<file path="config.mk">
export PLATFORM = sky130hd
export DESIGN_NAME = channel_err_inj_flat
export DESIGN_NICKNAME = d
export VERILOG_FILES = /design/src/rtl/channel_err_inj_if.sv /design/src/rtl/channel_err_inj.sv /design/src/flat_wrapper.sv
export SDC_FILE = /design/constraint.sdc
export NUM_CORES = 1
export LEC_CHECK = 0
export CAP_MARGIN = 20
export CORE_MARGIN = 4
export CORE_UTILIZATION = 52
export CTS_CLUSTER_SIZE = 12
export DETAILED_ROUTE_END_ITERATION = 10
export GPL_TIMING_DRIVEN = 0
export PLACE_DENSITY = 0.88
export REMOVE_ABC_BUFFERS = 1
export SYNTH_ARGS = -nofsm -noshare
export SYNTH_HDL_FRONTEND = slang
export SYNTH_SLANG_ARGS = --single-unit
</file>
<file path="constraint.sdc">
create_clock -name clk -period 3.2 [get_ports clk]
set_input_delay 0.48 -clock clk [delete_from_list [all_inputs] [get_ports clk]]
set_output_delay 0.48 -clock clk [all_outputs]
set_load 0.01 [all_outputs]
</file>
<file path="src/rtl/channel_err_inj_if.sv">
// Symbol stream and status bundle for the channel error injector.
// master drives symbols and mode; slave is the injector.
interface channel_err_inj_if;
    logic        enable_i;
    logic [1:0]  d_in;
    logic [1:0]  mode_i;
    logic        valid_o;
    logic [1:0]  d_out;
    logic [1:0]  err_o;
    logic [15:0] word_ct_o;
    logic [15:0] bad_bit_ct_o;

    modport master (
        output enable_i, d_in, mode_i,
        input  valid_o, d_out, err_o, word_ct_o, bad_bit_ct_o
    );

    modport slave (
        input  enable_i, d_in, mode_i,
        output valid_o, d_out, err_o, word_ct_o, bad_bit_ct_o
    );
endinterface

</file>
<file path="src/rtl/channel_err_inj.sv">
// Channel error injector: one-cycle symbol pipe that flips bits in periodic
// bursts or by LFSR-driven random draws, with saturating symbol/bit counters.
module channel_err_inj #(
    parameter int          N         = 5,
    parameter int          BURST_LEN = 8,
    parameter logic [1:0]  ERR_MASK  = 2'b01,
    parameter int          WINDOW    = 256,
    parameter logic [15:0] LFSR_SEED = 16'hACE1,
    parameter logic [7:0]  THRESH    = 8'd16
) (
    input logic               clk,
    input logic               rst,
    channel_err_inj_if.slave  bus
);

    localparam int BURST_START = (1 << N) - BURST_LEN;

    logic [15:0] lfsr;
    logic [15:0] word_ct;
    logic [15:0] bad_ct;
    logic        valid_q;
    logic [1:0]  dout_q;
    logic [1:0]  err_q;

    logic [31:0] phase;
    logic        win_ok;
    logic        burst_hit;
    logic        lo_hit;
    logic        hi_hit;
    logic [1:0]  e;
    logic [1:0]  e_cnt;
    logic [16:0] bad_sum;
    logic        lfsr_fb;

    // Saturated word_ct stays at 16'hFFFF, which always falls outside WINDOW.
    assign phase     = 32'(word_ct[N-1:0]);
    assign win_ok    = 32'(word_ct) < 32'(WINDOW);
    assign burst_hit = phase >= 32'(BURST_START);
    assign lo_hit    = lfsr[7:0]  < THRESH;
    assign hi_hit    = lfsr[15:8] < THRESH;

    always_comb begin
        e = 2'b00;
        if (win_ok) begin
            case (bus.mode_i)
                2'b01:   e = burst_hit ? ERR_MASK : 2'b00;
                2'b10:   e = lo_hit ? ERR_MASK : 2'b00;
                2'b11:   e = {hi_hit, lo_hit};
                default: e = 2'b00;
            endcase
        end
    end

    assign e_cnt   = {1'b0, e[1]} + {1'b0, e[0]};
    assign bad_sum = {1'b0, bad_ct} + 17'(e_cnt);
    assign lfsr_fb = lfsr[15] ^ lfsr[13] ^ lfsr[12] ^ lfsr[10];

    always_ff @(posedge clk or negedge rst) begin
        if (!rst) begin
            lfsr    <= LFSR_SEED;
            word_ct <= '0;
            bad_ct  <= '0;
            valid_q <= 1'b0;
            dout_q  <= '0;
            err_q   <= '0;
        end else begin
            valid_q <= bus.enable_i;
            if (bus.enable_i) begin
                dout_q  <= bus.d_in ^ e;
                err_q   <= e;
                lfsr    <= {lfsr[14:0], lfsr_fb};
                bad_ct  <= bad_sum[16] ? 16'hFFFF : bad_sum[15:0];
                if (word_ct != 16'hFFFF)
                    word_ct <= word_ct + 16'd1;
            end
        end
    end

    assign bus.valid_o      = valid_q;
    assign bus.d_out        = dout_q;
    assign bus.err_o        = err_q;
    assign bus.word_ct_o    = word_ct;
    assign bus.bad_bit_ct_o = bad_ct;

endmodule

</file>
<file path="src/flat_wrapper.sv">
// flat-port wrapper written by rule: the top's interface ports become plain ports
module channel_err_inj_flat 
#(
    parameter int          N         = 5,
    parameter int          BURST_LEN = 8,
    parameter logic [1:0]  ERR_MASK  = 2'b01,
    parameter int          WINDOW    = 256,
    parameter logic [15:0] LFSR_SEED = 16'hACE1,
    parameter logic [7:0]  THRESH    = 8'd16
)
  (clk, rst, bus_enable_i, bus_d_in, bus_mode_i, bus_valid_o, bus_d_out, bus_err_o, bus_word_ct_o, bus_bad_bit_ct_o);
  channel_err_inj_if bus_i ();
  input logic clk;
  input logic rst;
  input wire logic [$bits(bus_i.enable_i)-1:0] bus_enable_i;
  input wire logic [$bits(bus_i.d_in)-1:0] bus_d_in;
  input wire logic [$bits(bus_i.mode_i)-1:0] bus_mode_i;
  output wire logic [$bits(bus_i.valid_o)-1:0] bus_valid_o;
  output wire logic [$bits(bus_i.d_out)-1:0] bus_d_out;
  output wire logic [$bits(bus_i.err_o)-1:0] bus_err_o;
  output wire logic [$bits(bus_i.word_ct_o)-1:0] bus_word_ct_o;
  output wire logic [$bits(bus_i.bad_bit_ct_o)-1:0] bus_bad_bit_ct_o;
  assign bus_i.enable_i = bus_enable_i;
  assign bus_i.d_in = bus_d_in;
  assign bus_i.mode_i = bus_mode_i;
  assign bus_valid_o = bus_i.valid_o;
  assign bus_d_out = bus_i.d_out;
  assign bus_err_o = bus_i.err_o;
  assign bus_word_ct_o = bus_i.word_ct_o;
  assign bus_bad_bit_ct_o = bus_i.bad_bit_ct_o;
  channel_err_inj #(.N(N), .BURST_LEN(BURST_LEN), .ERR_MASK(ERR_MASK), .WINDOW(WINDOW), .LFSR_SEED(LFSR_SEED), .THRESH(THRESH)) u_core (.clk(clk), .rst(rst), .bus(bus_i));
endmodule
</file>
==> results.md <==
* Outcome: finished, final reports clean
* Sequential area share after synthesis at 0.5238
* Synth Register Bits at between 50 and 60
* CP Class: flip-flop to flip-flop
* WHS at 90.45 ps
* Dpl ws at -106.5 ps
* Slowest stage delay, CP at about 640 ps
* Largest family of logic cells by synthesized area: simple AND/OR/NAND/NOR gates
* Switching power share of the total at 0.3160
* Antenna viol nets, final at 0
* Mean number of vias per cell at approximately 5.7
* Period utilization at 0.9549
* GRT overflow at 0
* Die W at slightly below 80 microns
* WP data required at approximately 3400 ps
* Post-synth EDFFs at 0
* Nets at around 290
* Area leader, netlist: dfrtp_1
* Share of layout cells above drive strength 1 at 0.1848
* R2R setup slack at approximately 140 ps
* Overall Global Routing Usage at 0.1833
* Internal at 1.419 mW
* Rel. slew slack at 0.5574
* Initial Utilization at 0.5401
* DRC viols at 0
* Synth Cell Area at about 2600 sq um
* Synth top area cells: dfrtp_1 (44%), dfstp_2 (8.2%), mux2_2 (7.9%)
* Crit Reg-Reg Startpoint: u_core.lfsr[7]
* Ys async rst share at 1.000
* # port buffers at 43
* Actual slew at the worst max-slew pin at ~660 ps
* Fillers at between 300 and 400
* H-tree levels at 2
* CTS max path bufs at 2
* Crit. End Element: flip-flop
* Core Box Area at around 4700 sq um
* Post-Synth Adder-Cell Area at 0.01766
* P_leak at between 1 and 1.5 nW
* Die height at 78.05 microns
* Clock slew at reported path FFs at approximately 90 ps
* Crit-path cells: or4_1 > mux2i_2 > nand3_2 > fa_1 > inv_1 > ha_2 > nand4_1 > or4_4 > nand3_1 > o21a_1
* Vias at 1950
* Setup Viol. Count Final at 0
* Sw Pwr at around 660 uW
* Last element of the critical path: u_core.bus.bad_bit_ct_o[15]
* Synth unique cells at 44
* Clk sinks at 53
* ANT cells at 0
* Flop pwr share at 0.526
* Hold_buf cts at 0
* Post-synthesis cell count at between 200 and 250
* Maxcap violations at 0
* Vias in the first global route at about 1900
* Crit. path cell count at 10
* Clock share of power at 0.171
* Syn avg cell area at between 10 and 15 sq um
* Mux share of post-synthesis cell area at 0.09220
* Synth warn at 0
* Top-count cell post-synth: dfrtp_1
* Sequential Area at 1336 sq um
* Iteration-0 DRC count of the detailed router at 157
* Post-synth top cells: dfrtp_1 (45), nand2_1 (21), mux2_2 (18)
* Setup Skew at roughly 4.6 ps
* Compound-cell area share of the yosys netlist at 0.07013
* Total power at just over 2 mW
* Cell family with most CP delay: simple AND/OR/NAND/NOR gates
* # IOs at between 40 and 50
* CTS buffer count at 5
* GP Congestion at roughly 0.82
* CTS Root Cell: clkbuf_8
* Worst reg2reg path depth at 10
* Worst Path Buf+Inv at 1
* FMAX at between 300 and 400 MHz
* Fin crit period at between 3000 and 4000 ps
* Hold Fails Final Rpt at 0
* Setup TNS at 0 ps
* Initial antenna violation count at 0
* WP data arrival at between 3000 and 4000 ps
* DRT Pass-1 Iters at 4
* Critical-path maximum fanout at 7
* Final worst slack at between 100 and 150 ps
* Largest net degree at the start of global routing at 39
* Multi-input gate area in the final layout at 1216 sq um
* Clock Latency Late Sink at 300 ps
* Synth top area share at 0.4414
* Synth Flop Type: dfrtp_1
* Simple-Gate Fraction of Synth Area at 0.2143
* Routed wire per std cell at between 15 and 20 microns
* Post-detailed-placement half-perimeter wirelength at 3.880 mm
* Critical path's slowest cell: or4_4
* DRT Wirelength at 5.346 mm
* Maximum vdd drop at between 0.4 and 0.5 mV
* Comb pwr share at 0.302
* First-pass GRT wire length at ~9.0 mm
* CTS tree: done
* Cell area power density at approximately 640 nW/um^2
* Worst r2r dst: u_core.bus.bad_bit_ct_o[15]
* Die area at 6091 sq um
* Synth Area in XOR/XNOR at 0.06179
* Syn-to-layout area delta at 26.48%
* Row cnt at 25
* Min-delay worst type: primary input to async pin
* Worst Setup SP: u_core.lfsr[7]
* Worst setup SP type: flip-flop
* Fin. max-slew vios at 0
* Layout Utilization at 0.6832
[registers in the layout, indices dropped and copies added, names as in the netlist]
name                     count
u_core.bus.bad_bit_ct_o     16
u_core.bus.word_ct_o        16
u_core.lfsr                 16
u_core.bus.d_out             2
u_core.bus.err_o             2
u_core.bus.valid_o           1
[cells in the final DEF (no fill, tap or decap), types with 8 or more instances in the layout]
| cell type | netlist | routed |
|---|---|---|
| clkdlybuf4s50_1 | 0 | 42 |
| dfrtp_1 | 45 | 45 |
| dfstp_2 | 8 | 8 |
| mux2_2 | 18 | 18 |
| nand2_1 | 21 | 21 |
| nand3_1 | 14 | 13 |
| nand4_1 | 14 | 14 |
| nor2_1 | 14 | 14 |
| xnor2_1 | 8 | 8 |
| xor2_1 | 10 | 10 |
[layout make-up]
cell class | count | area share
sequential | 53 | 0.4141
multi-input combinational | 162 | 0.3769
timing repair buffer | 47 | 0.1512
tap | 67 | 0.02598
clock buffer | 8 | 0.02482
inverter | 6 | 0.006979
[kinds of logic (layout without fill, tap and decap cells)]
logic type / after synthesis / in the layout
XOR/XNOR: 18 / 18
buffers and inverters: 11 / 61
AND/OR/NAND/NOR: 93 / 93
flip-flops: 53 / 53
adder cells (fa/ha/maj): 3 / 3
AO/OA/AOI/OAI: 27 / 27
multiplexers: 21 / 21
[worst min-delay path by stage]
stage / startpoint / end / slack [ps] / depth (start not counted)
after floorplan: rst / u_core.bus.bad_bit_ct_o[0] / 180 / 0
after global placement: u_core.lfsr[0] / u_core.lfsr[0] / 480 / 2
after detailed placement: rst / u_core.bus.word_ct_o[15] / 420 / 1
after global routing: rst / u_core.bus.word_ct_o[15] / 110 / 1
final: rst / u_core.bus.word_ct_o[15] / 90 / 1
after CTS: rst / u_core.bus.word_ct_o[15] / 90 / 1
[repair_timing]
action                                  4_1_cts  5_1_grt
resized for setup                             2        7
pin swaps                                     0        1
endpoints found under the setup margin        6        6
cloned                                        0        0
buffers inserted                              0        2
[metrics by stage]
stage,cells,cell area [sq um]
final,343,3227
after global routing,343,3227
after CTS,341,3172
after detailed placement,333,3079
after global placement,331,3037
after floorplan,221,2522
[layer usage]
| metal | up-vias | track usage | routed length (microns) |
|---|---|---|---|
| met4 | 0 | 0.07343 | 54 |
| met1 | 950 | 0.2362 | 2271 |
| met3 | 4 | 0.03096 | 249 |
| met5 | - | 0 | 0 |
| met2 | 68 | 0.3082 | 2771 |
| li1 | 928 | - | - |
[power groups by stage]
stage | clock (mW) | combinational [mW] | sequential (mW)
after floorplan | 0 | 0.318 | 1.10
after global placement | 0 | 0.587 | 1.09
after detailed placement | 0 | 0.616 | 1.10
after CTS | 0.366 | 0.622 | 1.09
after global routing | 0.391 | 0.686 | 1.13
final | 0.355 | 0.628 | 1.09
No activity file was read; power rests on OpenSTA's default activity.
